## src/rtl/cdec8_seq_pkg.sv

```systemverilog
// Shared encodings for the CDEC8 control sequencer: transfer codes, opcodes,
// state codes, ALU operations and the idle control word.
package cdec8_seq_pkg;

   localparam logic [2:0] XS_PC = 3'b000, XS_A = 3'b001, XS_B = 3'b010, XS_C = 3'b011,
                          XS_R  = 3'b100, XS_RDR = 3'b101, XS_NONE = 3'b111;

   localparam logic [2:0] XD_PC  = 3'b000, XD_A = 3'b001, XD_B = 3'b010, XD_C = 3'b011,
                          XD_MAR = 3'b100, XD_WDR = 3'b101, XD_T = 3'b110, XD_I = 3'b111;

   localparam logic [3:0] OP_NOP = 4'h0, OP_HLT = 4'h1, OP_MOV = 4'h2, OP_LDI = 4'h3,
                          OP_LD  = 4'h4, OP_ST  = 4'h5, OP_JMP = 4'h6, OP_JCC = 4'h7,
                          OP_ADD = 4'h8, OP_SUB = 4'h9, OP_AND = 4'hA, OP_OR  = 4'hB,
                          OP_XOR = 4'hC, OP_CMP = 4'hD;

   localparam logic [4:0] ALU_PASS = 5'd0, ALU_INC = 5'd1, ALU_ADD = 5'd2, ALU_SUB = 5'd3,
                          ALU_AND  = 5'd4, ALU_OR  = 5'd5, ALU_XOR = 5'd6, ALU_CMP = 5'd7;

   localparam logic [1:0] MM_IDLE = 2'b00, MM_RD = 2'b10, MM_WR = 2'b01;

   typedef enum logic [7:0] {
      ST_F0   = 8'h00, ST_F1 = 8'h01, ST_F2 = 8'h02, ST_F3 = 8'h03, ST_WAIT = 8'h04,
      ST_E0   = 8'h10, ST_E1 = 8'h11, ST_E2 = 8'h12, ST_E3 = 8'h13, ST_E4 = 8'h14,
      ST_E5   = 8'h15, ST_HALT = 8'hFF
   } state_t;

   typedef struct packed {
      logic [1:0] mmrw;
      logic       fwr;
      logic       rwr;
      logic [2:0] xdst;
      logic [4:0] aluop;
      logic [2:0] xsrc;
   } ctrl_t;

   localparam ctrl_t CTRL_IDLE = '{mmrw: MM_IDLE, fwr: 1'b0, rwr: 1'b0, xdst: XD_T,
                                   aluop: ALU_PASS, xsrc: XS_NONE};
   localparam ctrl_t CTRL_RDINC = '{mmrw: MM_RD, fwr: 1'b0, rwr: 1'b1, xdst: XD_T,
                                    aluop: ALU_INC, xsrc: XS_PC};
   localparam logic [14:0] IDLE_WORD = CTRL_IDLE;

   // Register field 11 aliases A.
   function automatic logic [2:0] reg_code(input logic [1:0] f);
      return (f == 2'b11) ? 3'b001 : ({1'b0, f} + 3'd1);
   endfunction

   function automatic ctrl_t xfer(input logic [2:0] s, input logic [2:0] d);
      ctrl_t c;
      c      = CTRL_IDLE;
      c.xsrc = s;
      c.xdst = d;
      return c;
   endfunction

   function automatic logic [4:0] alu_code(input logic [3:0] op);
      case (op)
         OP_ADD:  return ALU_ADD;
         OP_SUB:  return ALU_SUB;
         OP_AND:  return ALU_AND;
         OP_OR:   return ALU_OR;
         OP_XOR:  return ALU_XOR;
         OP_CMP:  return ALU_CMP;
         default: return ALU_PASS;
      endcase
   endfunction

endpackage

```

## src/rtl/cdec8_seq_dec.sv

```systemverilog
// Combinational decode of {state, I, SZCy} into the control word and the
// last-step flag that returns the sequencer to instruction fetch.
module cdec8_seq_dec
   import cdec8_seq_pkg::*;
(
   input  logic [7:0]  state,
   input  logic [7:0]  I,
   input  logic [2:0]  SZCy,
   output logic [14:0] ctrl,
   output logic        last_step
);

   ctrl_t      c;
   logic [3:0] op;
   logic [2:0] dst;
   logic [2:0] src;
   logic       opf;
   logic       alu;
   logic       taken;

   assign op   = I[7:4];
   assign dst  = reg_code(I[3:2]);
   assign src  = reg_code(I[1:0]);
   assign opf  = (op >= OP_LDI) && (op <= OP_JCC);
   assign alu  = (op >= OP_ADD) && (op <= OP_CMP);
   assign ctrl = c;

   always_comb begin
      taken = 1'b1;
      case (I[1:0])
         2'b00:   taken = SZCy[1];
         2'b01:   taken = SZCy[0];
         2'b10:   taken = SZCy[2];
         default: taken = 1'b1;
      endcase
   end

   always_comb begin
      c         = CTRL_IDLE;
      last_step = 1'b0;
      case (state)
         ST_F0: c = xfer(XS_PC, XD_MAR);
         ST_F1: c = CTRL_RDINC;
         ST_F2: c = xfer(XS_R, XD_PC);
         ST_F3: c = xfer(XS_RDR, XD_I);
         ST_E0: begin
            if (opf)                c = xfer(XS_PC, XD_MAR);
            else if (alu)           c = xfer(src, XD_T);
            else if (op == OP_MOV) begin
               c         = xfer(src, dst);
               last_step = 1'b1;
            end
            else                    last_step = (op != OP_HLT);
         end
         ST_E1: begin
            if (opf)      c = CTRL_RDINC;
            else if (alu) begin
               c.xsrc    = dst;
               c.aluop   = alu_code(op);
               c.rwr     = 1'b1;
               c.fwr     = 1'b1;
               last_step = (op == OP_CMP);
            end
            else          last_step = 1'b1;
         end
         ST_E2: begin
            if (opf)      c = xfer(XS_R, XD_PC);
            else begin
               if (alu) c = xfer(XS_R, dst);
               last_step = 1'b1;
            end
         end
         ST_E3: begin
            last_step = 1'b1;
            case (op)
               OP_LDI:       c = xfer(XS_RDR, dst);
               OP_LD, OP_ST: begin
                  c         = xfer(XS_RDR, XD_MAR);
                  last_step = 1'b0;
               end
               OP_JMP:       c = xfer(XS_RDR, XD_PC);
               OP_JCC:       if (taken) c = xfer(XS_RDR, XD_PC);
               default:      ;
            endcase
         end
         ST_E4: begin
            if (op == OP_LD)      c.mmrw = MM_RD;
            else if (op == OP_ST) c = xfer(src, XD_WDR);
            else                  last_step = 1'b1;
         end
         ST_E5: begin
            last_step = 1'b1;
            if (op == OP_LD)      c = xfer(XS_RDR, dst);
            else if (op == OP_ST) c.mmrw = MM_WR;
         end
         default: ;
      endcase
   end

endmodule

```

## src/rtl/cdec8_seq.sv

```systemverilog
// CDEC8 fetch/execute sequencer: state register, decode and optional single-step
// gate (CDEC8_STEP_EN adds the step port and the WAIT state before every fetch).
module cdec8_seq
   import cdec8_seq_pkg::*;
(
   input  logic        clock,
   input  logic        reset_N,
`ifdef CDEC8_STEP_EN
   input  logic        step,
`endif
   input  logic [7:0]  I,
   input  logic [2:0]  SZCy,
   output logic [14:0] ctrl,
   output logic [7:0]  state,
   output logic        halted
);

`ifdef CDEC8_STEP_EN
   // Reset counts as entering F0, so stepping mode starts parked in WAIT.
   localparam state_t ST_ENTRY = ST_WAIT;
   logic [2:0] step_q;
   logic       step_rise;

   always_ff @(posedge clock or negedge reset_N) begin
      if (!reset_N) step_q <= 3'b000;
      else          step_q <= {step_q[1:0], step};
   end
   assign step_rise = step_q[1] & ~step_q[2];
`else
   localparam state_t ST_ENTRY = ST_F0;
`endif

   state_t      cur;
   state_t      nxt;
   logic [14:0] dec_ctrl;
   logic        last_step;

   cdec8_seq_dec u_dec (
      .state     (cur),
      .I         (I),
      .SZCy      (SZCy),
      .ctrl      (dec_ctrl),
      .last_step (last_step)
   );

   always_ff @(posedge clock or negedge reset_N) begin
      if (!reset_N) cur <= ST_ENTRY;
      else          cur <= nxt;
   end

   always_comb begin
      nxt = cur;
      case (cur)
         ST_F0:   nxt = ST_F1;
         ST_F1:   nxt = ST_F2;
         ST_F2:   nxt = ST_F3;
         ST_F3:   nxt = ST_E0;
         ST_E0:   nxt = (I[7:4] == OP_HLT) ? ST_HALT : (last_step ? ST_ENTRY : ST_E1);
         ST_E1:   nxt = last_step ? ST_ENTRY : ST_E2;
         ST_E2:   nxt = last_step ? ST_ENTRY : ST_E3;
         ST_E3:   nxt = last_step ? ST_ENTRY : ST_E4;
         ST_E4:   nxt = last_step ? ST_ENTRY : ST_E5;
         ST_E5:   nxt = ST_ENTRY;
         ST_HALT: nxt = ST_HALT;
`ifdef CDEC8_STEP_EN
         ST_WAIT: nxt = step_rise ? ST_F0 : ST_WAIT;
`else
         ST_WAIT: nxt = ST_F0;
`endif
         default: nxt = ST_ENTRY;
      endcase
   end

   // Held idle while reset is low so an in-flight write strobe dies immediately.
   assign ctrl   = reset_N ? dec_ctrl : IDLE_WORD;
   assign state  = cur;
   assign halted = (cur == ST_HALT);

endmodule

```

## config.mk

```make
export PLATFORM = sky130hd
export DESIGN_NAME = cdec8_seq
export DESIGN_NICKNAME = d
export VERILOG_FILES = /design/src/rtl/cdec8_seq_pkg.sv /design/src/rtl/cdec8_seq_dec.sv /design/src/rtl/cdec8_seq.sv
export SDC_FILE = /design/constraint.sdc
export NUM_CORES = 1
export LEC_CHECK = 0
export BUFFER_PORTS_ARGS = -buffer_cell sky130_fd_sc_hd__buf_2
export CORE_MARGIN = 2
export CORE_UTILIZATION = 46
export DETAILED_ROUTE_END_ITERATION = 8
export PLACE_DENSITY = 0.82
export SYNTH_ARGS = -nofsm -noshare
export SYNTH_HDL_FRONTEND = slang
export SYNTH_SLANG_ARGS = --single-unit
```

## constraint.sdc

```tcl
create_clock -name clock -period 1.6 [get_ports clock]
set_clock_uncertainty 0.05 [all_clocks]
set_input_delay 0 -clock clock [delete_from_list [all_inputs] [get_ports clock]]
set_output_delay 0 -clock clock [all_outputs]
set_load 0.1 [all_outputs]
```

==> flow_summary.yaml, run 1 <==
clock_tree:
  numClockSinks: 5
  cts.repair.resized: 45
  cts_setup_buffers: 13
  tritoncts_buffer_count: 3
  cts.root.buffer_cell: "sky130_fd_sc_hd__clkbuf_4"
  htree_levels: 1
  clock_path_buffers: 2
  ctsHoldBuffers: 1
synthesis:
  yosys-top-cells-count: "sky130_fd_sc_hd__nor2_1, sky130_fd_sc_hd__a21oi_1, sky130_fd_sc_hd__nand2_1, sky130_fd_sc_hd__nand3_1, sky130_fd_sc_hd__inv_1"
  synth_edf_count: 0
  yosysMostFrequentCell: "sky130_fd_sc_hd__nor2_1"
  synth_largest_type_area_fraction_pct: 11.3
  synth_area_per_cell_um2: 6.59
  ys_warn_count: 0
  ys_seq_elements: 5
  synth_ff_type: "sky130_fd_sc_hd__dfrtp_1"
  netlist_area_um2: 1110
  yosysUniqueCellTypes: 50
  ys_async_sr_fraction_pct: 100
  synth-seq-area-share_pct: 11.3
  synth_largest_area_cell: "sky130_fd_sc_hd__dfrtp_1"
  synth_cells: 168
  biggest_area_contributors_in_the_synthesized_netlist: "sky130_fd_sc_hd__dfrtp_1, sky130_fd_sc_hd__a21oi_1, sky130_fd_sc_hd__ha_1"
floorplan:
  start_util_pct: 49.1
  die_height_um: 53.1
  core.rowCount: 17
  die_w_um: 53.1
  pin_count: 37
placement:
  buffer_ports.inserted: 34
  gp_congestion: 1.09
  detailed_place_hpwl_mm: 4.36
run_status:
  run_status: "aborted with a tool error"
  run.stop_error: "[ERROR DPL-0038] Utilization greater than 100%, impossible to legalize"
  last_stage_the_flow_got_to: "4_1_cts"
per-stage QoR:
stage / hold slack, ns / TNS, ns / area [um^2] / worst slack, ns / std cells
2_1_floorplan: -0.346 / -9.29 / 1330 / -1.37 / 169
3_3_place_gp: -0.138 / -3.01 / 2000 / -0.351 / 269
3_5_place_dp: -0.131 / -4.35 / 2000 / -0.408 / 269
cell families after synthesis:
kind of cell / Yosys count / share of synthesized area [%]
simple gates: 82 / 39.4
xor+xnor: 3 / 2.37
fa+ha+maj: 6 / 6.78
other cells: 1 / 0.339
compound gates: 46 / 27.8
buf+inv: 25 / 12.0
flops: 5 / 11.3
==> inputs of run 2 (changes only) <==
- CORE_AREA: not set -> 2 2 63 65
- CORE_MARGIN: 2 -> not set
- CORE_UTILIZATION: 46 -> not set
- DIE_AREA: not set -> 0 0 65 67
- PLACE_DENSITY: 0.82 -> not set
- PLACE_DENSITY_LB_ADDON: not set -> 0.15
- clock period: 1.6 -> 2.1 ns (I/O delays scaled with it)
==> flow_summary.yaml, run 2 <==
floorplan:
  pin_count: 37
  start_util_pct: 30.7
  dieArea_um2: 4360
  die_height_um: 67
  core.rowCount: 22
  die_w_um: 65
  core-area_um2: 3610
synthesis:
  netlist_area_um2: 1110
  synth-seq-area-share_pct: 11.3
  synth_largest_area_cell: "sky130_fd_sc_hd__dfrtp_1"
  ys_async_sr_fraction_pct: 100
  ys_seq_elements: 5
  synth_cells: 168
  synth_edf_count: 0
  synth_largest_type_area_fraction_pct: 11.3
  yosysMostFrequentCell: "sky130_fd_sc_hd__nor2_1"
  biggest_area_contributors_in_the_synthesized_netlist: "sky130_fd_sc_hd__dfrtp_1, sky130_fd_sc_hd__a21oi_1, sky130_fd_sc_hd__ha_1"
  yosysUniqueCellTypes: 50
  synth_ff_type: "sky130_fd_sc_hd__dfrtp_1"
  ys_warn_count: 0
  synth_area_per_cell_um2: 6.59
  yosys-top-cells-count: "sky130_fd_sc_hd__nor2_1, sky130_fd_sc_hd__a21oi_1, sky130_fd_sc_hd__nand2_1, sky130_fd_sc_hd__nand3_1, sky130_fd_sc_hd__inv_1"
timing:
  finalSetupViolations: 0
  tightest_slew_ns: 0.712
  worst_slew_margin_rel_pct: 52.3
  final_min_period_over_clock_period_pct: 97.6
  drv_slew: 0
  timing.setup.tns_ns: 0
  post-route-worst-setup-slack_ns: 0.0498
  final_hold_viol_count: 0
  final_period_minus_worst_setup_slack_ns: 2.05
  rsz0062_at_grt: "yes"
  clock.fmax_mhz: 488
pwr:
  switching_share_pct: 59.2
  maximum_vdd_drop_mv: 0.647
  total_leakage_power_nw: 0.779
  combPwrFrac_pct: 84.0
  power_switching_w: 0.00143
  share_clk_of_total_power_pct: 7.4
  power.density_cell_area_nw_per_um2: 1310
  internal-power_w: 0.000987
  power.share.sequential_pct: 8.6
placement:
  placement.setup.worst_slack_ns: 0.157
  buffer_ports.inserted: 34
  detailed_place.area_um2: 1680
  number_of_instances_in_the_placed_design: 250
  gp_congestion: 0.927
  detailed_place_hpwl_mm: 3.12
critical_path:
  r2r-start: "state[4]$_DFF_PN0_"
  worst_ep_required_time_ns: 2.05
  arrival_ns: 2.00
  crit_fanout: 6
  reg2regPathDepth: 5
  worst-r2r-setup-slack_ns: 0.41
  reg2reg_to: "state[1]$_DFF_PN0_"
  crit_path_end_kind: "primary output"
  criticalPathCategory: "register to primary output"
  setup.worst_path.start_class: "register"
global_route:
  grt-ovfl-total: 0
  antenna_found_initial: 0
  grt_first_pass_wirelength_mm: 6.42
  total_track_usage_pct: 18.5
  maximum_number_of_pins_on_one_net_before_global_route_repair: 19
  first_global_vias: 1349
finish:
  fill_cells: 346
  fin_area_um2: 1850
  layout.cells.most_common_list: "sky130_fd_sc_hd__buf_4, sky130_fd_sc_hd__buf_2, sky130_fd_sc_hd__nand2_1, sky130_fd_sc_hd__nand3_1, sky130_fd_sc_hd__nor2_1"
  finalCoreUtilization_pct: 51.2
  fin_nets: 236
  largest_register_ff_count: 5
  area_growth_syn_to_layout_pct: 66.7
  final_layout_size_suffix_gt1_share_pct: 44.4
  layout_commonest_cell: "sky130_fd_sc_hd__buf_4"
  post_layout_nonfiller_instances: 264
  insertedDiodeCount: 0
clock_tree:
  clock_path_buffers: 2
  tritoncts_buffer_count: 3
  clk_latency_ns: 0.22
  clk_pin_slew_worst_paths_ns: 0.04
  cts.root.buffer_cell: "sky130_fd_sc_hd__clkbuf_8"
  numClockSinks: 5
  htree_levels: 1
  tritoncts: "built"
detailed_routing:
  routedWlPerCell_um: 15.4
  detailroute.via_count: 1482
  first_pass_detailed_route_iteration_total: 5
  antenna_left: 0
  wirelength_met1_mm: 1.64
  drt-total-wl_mm: 4.07
  met2RoutedLength_mm: 2.01
  post_drt_via_cell_ratio: 5.61
  met3_wirelength_um: 370
  maxUsedRoutingLayer: "met4"
  remaining_drc_errors: 0
  dr.first_iter.drc_count: 89
run_status:
  run_status: "completed"
job:
  max_cap_check_violation_count: 0
worst_hold_path:
  type_of_the_most_critical_hold_path: "input port to async pin"
run 2: layout make-up:
type	instances	area (um^2)	area share (%)
clock buffer	4	45.0	2.44
sequential	5	141	7.66
inverter	8	30.0	1.63
tap	48	60.1	3.25
multi-input combinational	139	1030	55.9
timing repair buffer	60	537	29.1
run 2: how the worst max path moves through the flow:
| stage | from | end | slack (ns) | cells after the start |
|---|---|---|---|---|
| finish | state[6]$_DFF_PN0_ | ctrl[8] | 0.05 | 7 |
| global route | state[6]$_DFF_PN0_ | ctrl[8] | -0.01 | 7 |
| CTS | state[6]$_DFF_PN0_ | ctrl[0] | 0.006 | 6 |
| detailed placement | state[6]$_DFF_PN0_ | ctrl[8] | 0.16 | 7 |
| global placement | state[2]$_DFF_PN0_ | ctrl[0] | 0.14 | 5 |
| floorplan | state[6]$_DFF_PN0_ | ctrl[1] | -0.87 | 5 |
run 2: routing by layer:
metal | vias up | global-route usage [%]
met5 | - | 0
met3 | 8 | 2.53
li1 | 694 | -
met4 | 0 | 3.72
met2 | 92 | 32.1
met1 | 688 | 24.5
run 2: critical path, stage by stage, from the launching register on:
cell,delay (ns)
sky130_fd_sc_hd__dfrtp_4,0.50
sky130_fd_sc_hd__or3b_4,0.45
sky130_fd_sc_hd__nor2_4,0.12
sky130_fd_sc_hd__buf_4,0.12
sky130_fd_sc_hd__nand3_1,0.07
sky130_fd_sc_hd__and3_4,0.18
sky130_fd_sc_hd__a21oi_4,0.13
sky130_fd_sc_hd__buf_12,0.19
run 2: cell families (layout without fill, tap and decap cells):
family / Yosys count / count (layout) / share of synthesized area, %
buffers and inverters: 25 / 72 / 12.0
DFF: 5 / 5 / 11.3
other: 1 / 2 / 0.339
xor gates and xnor gates: 3 / 3 / 2.37
adders and majority gates: 6 / 6 / 6.78
AOI/OAI and AO/OA: 46 / 46 / 27.8
and+or+nand+nor: 82 / 82 / 39.4
run 2: repair_timing:
action	4_1_cts	5_1_grt
endpoints found under the setup margin	4	8
buffers inserted	0	9
pin swaps	0	3
endpoints found under the hold margin	5	0
hold buffers	1	0
resized for setup	5	7
run 2: power groups by stage:
stage	sequential [W]	clock [W]	combinational [W]
global route	0.000214	0.000190	0.00212
detailed placement	0.000229	0	0.00186
finish	0.000208	0.000180	0.00203
CTS	0.000235	0.000181	0.00189
floorplan	0.000389	0	0.00116
global placement	0.000229	0	0.00186
run 2: per-stage QoR:
stage / hold slack, ns / total power [W]
global placement: -0.217 / 0.00209
finish: 0.0903 / 0.00242
CTS: 0.0871 / 0.00231
detailed placement: -0.214 / 0.00209
floorplan: -0.346 / 0.00155
global route: 0.127 / 0.00252
No activity file was read; power rests on OpenSTA's default activity.
==> inputs of run 3 (changes only) <==
- REMOVE_ABC_BUFFERS: not set -> 1
==> flow_summary.yaml, run 3 (synthesis results as in run 2) <==
detailed_routing:
  drt-total-wl_mm: 3.90
  post_drt_via_cell_ratio: 5.54
  dr.first_iter.drc_count: 102
  detailroute.via_count: 1419
  first_pass_detailed_route_iteration_total: 5
  antenna_left: 0
  remaining_drc_errors: 0
  routedWlPerCell_um: 15.2
floorplan:
  core.rowCount: 22
  dieArea_um2: 4360
  die_w_um: 65
  core-area_um2: 3610
  start_util_pct: 30.7
  die_height_um: 67
  pin_count: 37
timing:
  drv_slew: 0
  clock.fmax_mhz: 490
  final_period_minus_worst_setup_slack_ns: 2.04
  finalSetupViolations: 0
  final_hold_viol_count: 0
  final_min_period_over_clock_period_pct: 97.3
  hold_slack_ns: 0.0928
  rsz0062_at_grt: "no"
  timing.setup.tns_ns: 0
pwr:
  maximum_vdd_drop_mv: 0.789
  switching_share_pct: 60.2
  combPwrFrac_pct: 84.0
  design_power_total_w: 0.00226
  share_clk_of_total_power_pct: 7.8
  internal-power_w: 0.000901
  total_leakage_power_nw: 0.737
  power.share.sequential_pct: 8.2
  power_switching_w: 0.00136
  power.density_cell_area_nw_per_um2: 1360
critical_path:
  criticalPathCategory: "register to primary output"
  arrival_ns: 1.99
  worst_ep_required_time_ns: 2.05
  setup.worst_path.start_class: "register"
  crit_fanout: 7
  crit_path_end_kind: "primary output"
  reg2regPathDepth: 7
finish:
  layout_commonest_cell: "sky130_fd_sc_hd__buf_2"
  multi_input_area_um2: 908
  area_growth_syn_to_layout_pct: 50.2
  final_layout_size_suffix_gt1_share_pct: 36.1
  insertedDiodeCount: 0
  fin_nets: 228
  largest_register_ff_count: 5
  final-seq-area_um2: 128
  fill_cells: 370
  post_layout_nonfiller_instances: 256
  layout.cells.most_common_list: "sky130_fd_sc_hd__buf_2, sky130_fd_sc_hd__buf_4, sky130_fd_sc_hd__nor2_1, sky130_fd_sc_hd__nand2_1, sky130_fd_sc_hd__nand3_1"
global_route:
  first_global_vias: 1335
  maximum_number_of_pins_on_one_net_before_global_route_repair: 17
  grt-ovfl-total: 0
  grt_first_pass_wirelength_mm: 6.27
  antenna_found_initial: 0
  total_track_usage_pct: 18.3
clock_tree:
  cts.root.buffer_cell: "sky130_fd_sc_hd__clkbuf_8"
  htree_levels: 1
  clk_pin_slew_worst_paths_ns: 0.04
  numClockSinks: 5
  tritoncts: "built"
  clk_latency_ns: 0.22
  clock_path_buffers: 2
  tritoncts_buffer_count: 3
placement:
  detailed_place_hpwl_mm: 3.00
  buffer_ports.inserted: 34
  gp_congestion: 0.966
  number_of_instances_in_the_placed_design: 249
run_status:
  run_status: "completed"
job:
  max_cap_check_violation_count: 0
worst_hold_path:
  type_of_the_most_critical_hold_path: "input port to async pin"
[run 3: timing repair]
action,4_1_cts,5_1_grt
endpoints found under the hold margin,5,0
hold buffers,1,0
resized for setup,2,16
buffers inserted,0,2
setup endpoints to repair,4,9
pin swaps,0,3
[run 3: worst max-delay path, cell delays in order, from the launching register on]
cell                      delay, ns
sky130_fd_sc_hd__dfrtp_2       0.44
sky130_fd_sc_hd__buf_6         0.15
sky130_fd_sc_hd__or3b_4        0.37
sky130_fd_sc_hd__o22ai_1       0.14
sky130_fd_sc_hd__nand3_1       0.09
sky130_fd_sc_hd__and3_1        0.19
sky130_fd_sc_hd__a21oi_2       0.19
sky130_fd_sc_hd__buf_12        0.19
[run 3: through the flow]
stage / setup WS (ns) / util (%) / instance area (um^2)
floorplan: -2.87 / - / 1010
global placement: 0.175 / 42.5 / 1530
detailed placement: 0.181 / 42.5 / 1530
CTS: 0.00160 / 44.2 / 1590
global route: 0.00370 / 46.1 / 1660
finish: 0.0577 / 46.1 / 1660
[run 3: final cells by class]
type                            count  area share, %
Clock buffer                        4           2.71
Sequential cell                     5           7.67
Multi-Input combinational cell    139           54.6
Inverter                            8           1.81
Timing Repair Buffer               52           29.6
Tap cell                           48           3.61
[run 3: path summary, 6_finish.rpt]
path	end	slack (ns)	start
max in group asynchronous	state[0]$_DFF_PN0_	1.75	reset_N
worst min register to register	state[4]$_DFF_PN0_	0.72	state[0]$_DFF_PN0_
worst min-delay path	state[1]$_DFF_PN0_	0.09	reset_N
worst max-delay path	ctrl[8]	0.06	state[2]$_DFF_PN0_
min in group clock	state[2]$_DFF_PN0_	0.28	I[7]
worst max register to register	state[1]$_DFF_PN0_	0.36	state[0]$_DFF_PN0_
[run 3: power by group through the flow]
stage	registers [W]	clock network [W]	logic [W]
2_1_floorplan	0.000449	0	0.000900
3_3_place_gp	0.000182	0	0.00178
3_5_place_dp	0.000181	0	0.00177
4_1_cts	0.000182	0.000181	0.00178
5_1_grt	0.000193	0.000187	0.00199
6_report	0.000185	0.000176	0.00190
[run 3: routing by layer]
layer | wire [um] | part of all wire [%] | GRT usage [%]
met1 | 1770 | 45 | 25.3
met2 | 1780 | 46 | 29.5
met3 | 291 | 7.5 | 2.53
met4 | 56 | 1.4 | 5.32
met5 | 0 | 0 | 0
==> inputs of run 4 (changes only) <==
- ABC_AREA: not set -> 1
- SKIP_LAST_GASP: not set -> 1
==> flow_summary.yaml, run 4 <==
global_route:
  first_global_vias: 1299
  total_track_usage_pct: 17.7
  maximum_number_of_pins_on_one_net_before_global_route_repair: 12
  grt_first_pass_wirelength_mm: 5.99
  antenna_found_initial: 0
  grt-ovfl-total: 0
detailed_routing:
  dr.first_iter.drc_count: 95
  detailroute.via_count: 1454
  first_pass_detailed_route_iteration_total: 4
  antenna_left: 0
  routedWlPerCell_um: 12.4
  remaining_drc_errors: 0
  drt-total-wl_mm: 3.67
  post_drt_via_cell_ratio: 4.90
timing:
  finalSetupViolations: 0
  final_min_period_over_clock_period_pct: 94.6
  final_hold_viol_count: 0
  rsz0062_at_grt: "yes"
  drv_slew: 0
  clock.fmax_mhz: 503
  timing.setup.tns_ns: 0
  final_period_minus_worst_setup_slack_ns: 1.99
  post-route-worst-setup-slack_ns: 0.112
finish:
  final_layout_size_suffix_gt1_share_pct: 34.5
  layout_commonest_cell: "sky130_fd_sc_hd__nand2_1"
  finalCoreUtilization_pct: 46.2
  layout.cells.most_common_list: "sky130_fd_sc_hd__nand2_1, sky130_fd_sc_hd__buf_2, sky130_fd_sc_hd__inv_1, sky130_fd_sc_hd__nand3_1, sky130_fd_sc_hd__nor2_1"
  insertedDiodeCount: 0
  fin_nets: 269
  area_growth_syn_to_layout_pct: 38.6
  largest_register_ff_count: 5
  post_layout_nonfiller_instances: 297
  fin_area_um2: 1670
critical_path:
  reg2regPathDepth: 10
  crit_path_end_kind: "primary output"
  arrival_ns: 1.94
  worst_ep_required_time_ns: 2.05
  criticalPathCategory: "register to primary output"
  crit_fanout: 8
  setup.worst_path.start_class: "register"
clock_tree:
  cts.root.buffer_cell: "sky130_fd_sc_hd__clkbuf_8"
  clk_latency_ns: 0.22
  tritoncts: "built"
  tritoncts_buffer_count: 3
  numClockSinks: 5
  clk_pin_slew_worst_paths_ns: 0.03
  clock_path_buffers: 2
  htree_levels: 1
pwr:
  power.density_cell_area_nw_per_um2: 218
  maximum_vdd_drop_mv: 0.270
  total_leakage_power_nw: 0.871
synthesis:
  yosysUniqueCellTypes: 25
  ys_seq_elements: 5
  netlist_area_um2: 1200
  ys_async_sr_fraction_pct: 100
  synth-seq-area-share_pct: 10.4
  biggest_area_contributors_in_the_synthesized_netlist: "sky130_fd_sc_hd__nand2_1, sky130_fd_sc_hd__dfrtp_1, sky130_fd_sc_hd__nand3_1"
  synth_largest_type_area_fraction_pct: 16.9
  yosysMostFrequentCell: "sky130_fd_sc_hd__nand2_1"
  synth_area_per_cell_um2: 5.75
  ys_warn_count: 0
  synth_ff_type: "sky130_fd_sc_hd__dfrtp_1"
  yosys-top-cells-count: "sky130_fd_sc_hd__nand2_1, sky130_fd_sc_hd__nor2_1, sky130_fd_sc_hd__inv_1, sky130_fd_sc_hd__nand3_1, sky130_fd_sc_hd__inv_2"
  synth_largest_area_cell: "sky130_fd_sc_hd__nand2_1"
  synth_edf_count: 0
  synth_cells: 209
placement:
  detailed_place_hpwl_mm: 3.04
  gp_congestion: 0.885
  buffer_ports.inserted: 34
  detailed_place.area_um2: 1550
  number_of_instances_in_the_placed_design: 287
  placement.setup.worst_slack_ns: 0.241
floorplan:
  pin_count: 37
  die_w_um: 65
  die_height_um: 67
  start_util_pct: 33.3
  core-area_um2: 3610
  dieArea_um2: 4360
  core.rowCount: 22
run_status:
  run_status: "completed"
job:
  max_cap_check_violation_count: 0
worst_hold_path:
  type_of_the_most_critical_hold_path: "input port to async pin"
[run 4: cell count changes in the layout (fill, tap and decap cells not counted), moves of 8 or more]
| cell | delta |
|---|---|
| sky130_fd_sc_hd__inv_1 | +15 |
| sky130_fd_sc_hd__nand3_1 | +9 |
| sky130_fd_sc_hd__buf_4 | -10 |
| sky130_fd_sc_hd__inv_2 | +9 |
| sky130_fd_sc_hd__nand2_1 | +40 |
| sky130_fd_sc_hd__nor2_4 | +8 |
[run 4: path summary, 6_finish.rpt]
kind / from / to / slack [ns]
hold / removal: reset_N / state[4]$_DFF_PN0_ / 0.17
max in group asynchronous: reset_N / state[0]$_DFF_PN0_ / 1.60
hold reg to reg: state[0]$_DFF_PN0_ / state[0]$_DFF_PN0_ / 0.68
setup / recovery: state[6]$_DFF_PN0_ / ctrl[4] / 0.11
min in group clock: I[5] / state[6]$_DFF_PN0_ / 0.23
setup reg to reg: state[2]$_DFF_PN0_ / state[4]$_DFF_PN0_ / 0.45
[run 4: worst max-delay path: stages (launching register included)]
cell and delay, ns:
sky130_fd_sc_hd__dfrtp_2 0.48, sky130_fd_sc_hd__inv_4 0.11, sky130_fd_sc_hd__nand2_4 0.07, sky130_fd_sc_hd__nor2_4 0.13
sky130_fd_sc_hd__nand2_2 0.12, sky130_fd_sc_hd__nand3_2 0.09, sky130_fd_sc_hd__nor2_2 0.04, sky130_fd_sc_hd__nand2_2 0.09
sky130_fd_sc_hd__nand2_2 0.07, sky130_fd_sc_hd__nor3_1 0.29, sky130_fd_sc_hd__buf_12 0.23
[run 4: stage by stage]
step,hold slack [ns],power [W]
after floorplan,-0.346,0.000156
after global placement,-0.166,0.000190
after detailed placement,-0.165,0.000189
after CTS,0.141,0.000368
after global routing,0.168,0.000391
final,0.167,0.000363
[run 4: layer usage]
layer | vias to the layer above | GRT usage [%] | wire (um)
li1 | 748 | - | -
met1 | 650 | 24.0 | 1660
met2 | 54 | 29.5 | 1740
met3 | 2 | 4.05 | 259
met4 | 0 | 1.86 | 17
met5 | - | 0 | 0
[run 4: repair_timing]
| action | in CTS | in global routing |
|---|---|---|
| hold buffers | 1 | 0 |
| endpoints found under the setup margin | 0 | 7 |
| buffers inserted | 0 | 5 |
| resized for setup | 0 | 10 |
| endpoints found under the hold margin | 5 | 0 |
[run 4: logic make-up (layout without fill, tap and decap cells)]
logic type               Yosys count  count (layout)  synth area share, %
AO/OA/AOI/OAI                     18              18                 8.85
adder cells (fa/ha/maj)            6               6                 6.25
buffers and inverters             40              79                 14.7
other                              1               2                0.312
AND/OR/NAND/NOR                  139             139                 59.5
flip-flops                         5               5                 10.4
[run 4: area by class of cell]
| class | count | area, um^2 |
|---|---|---|
| multi-input cells | 165 | 917 |
| fillers | 385 | 1940 |
| clock buffers | 4 | 45.0 |
| repair buffers | 42 | 387 |
| well taps | 48 | 60.1 |
| inverters | 33 | 126 |
| flip-flops and latches | 5 | 130 |
[run 4: power by group]
part | internal [W] | switching, W
sequential | 0.0000969 | 0
clock | 0.000130 | 0.0000431
combinational | 0.0000258 | 0.0000670
total | 0.000253 | 0.000110
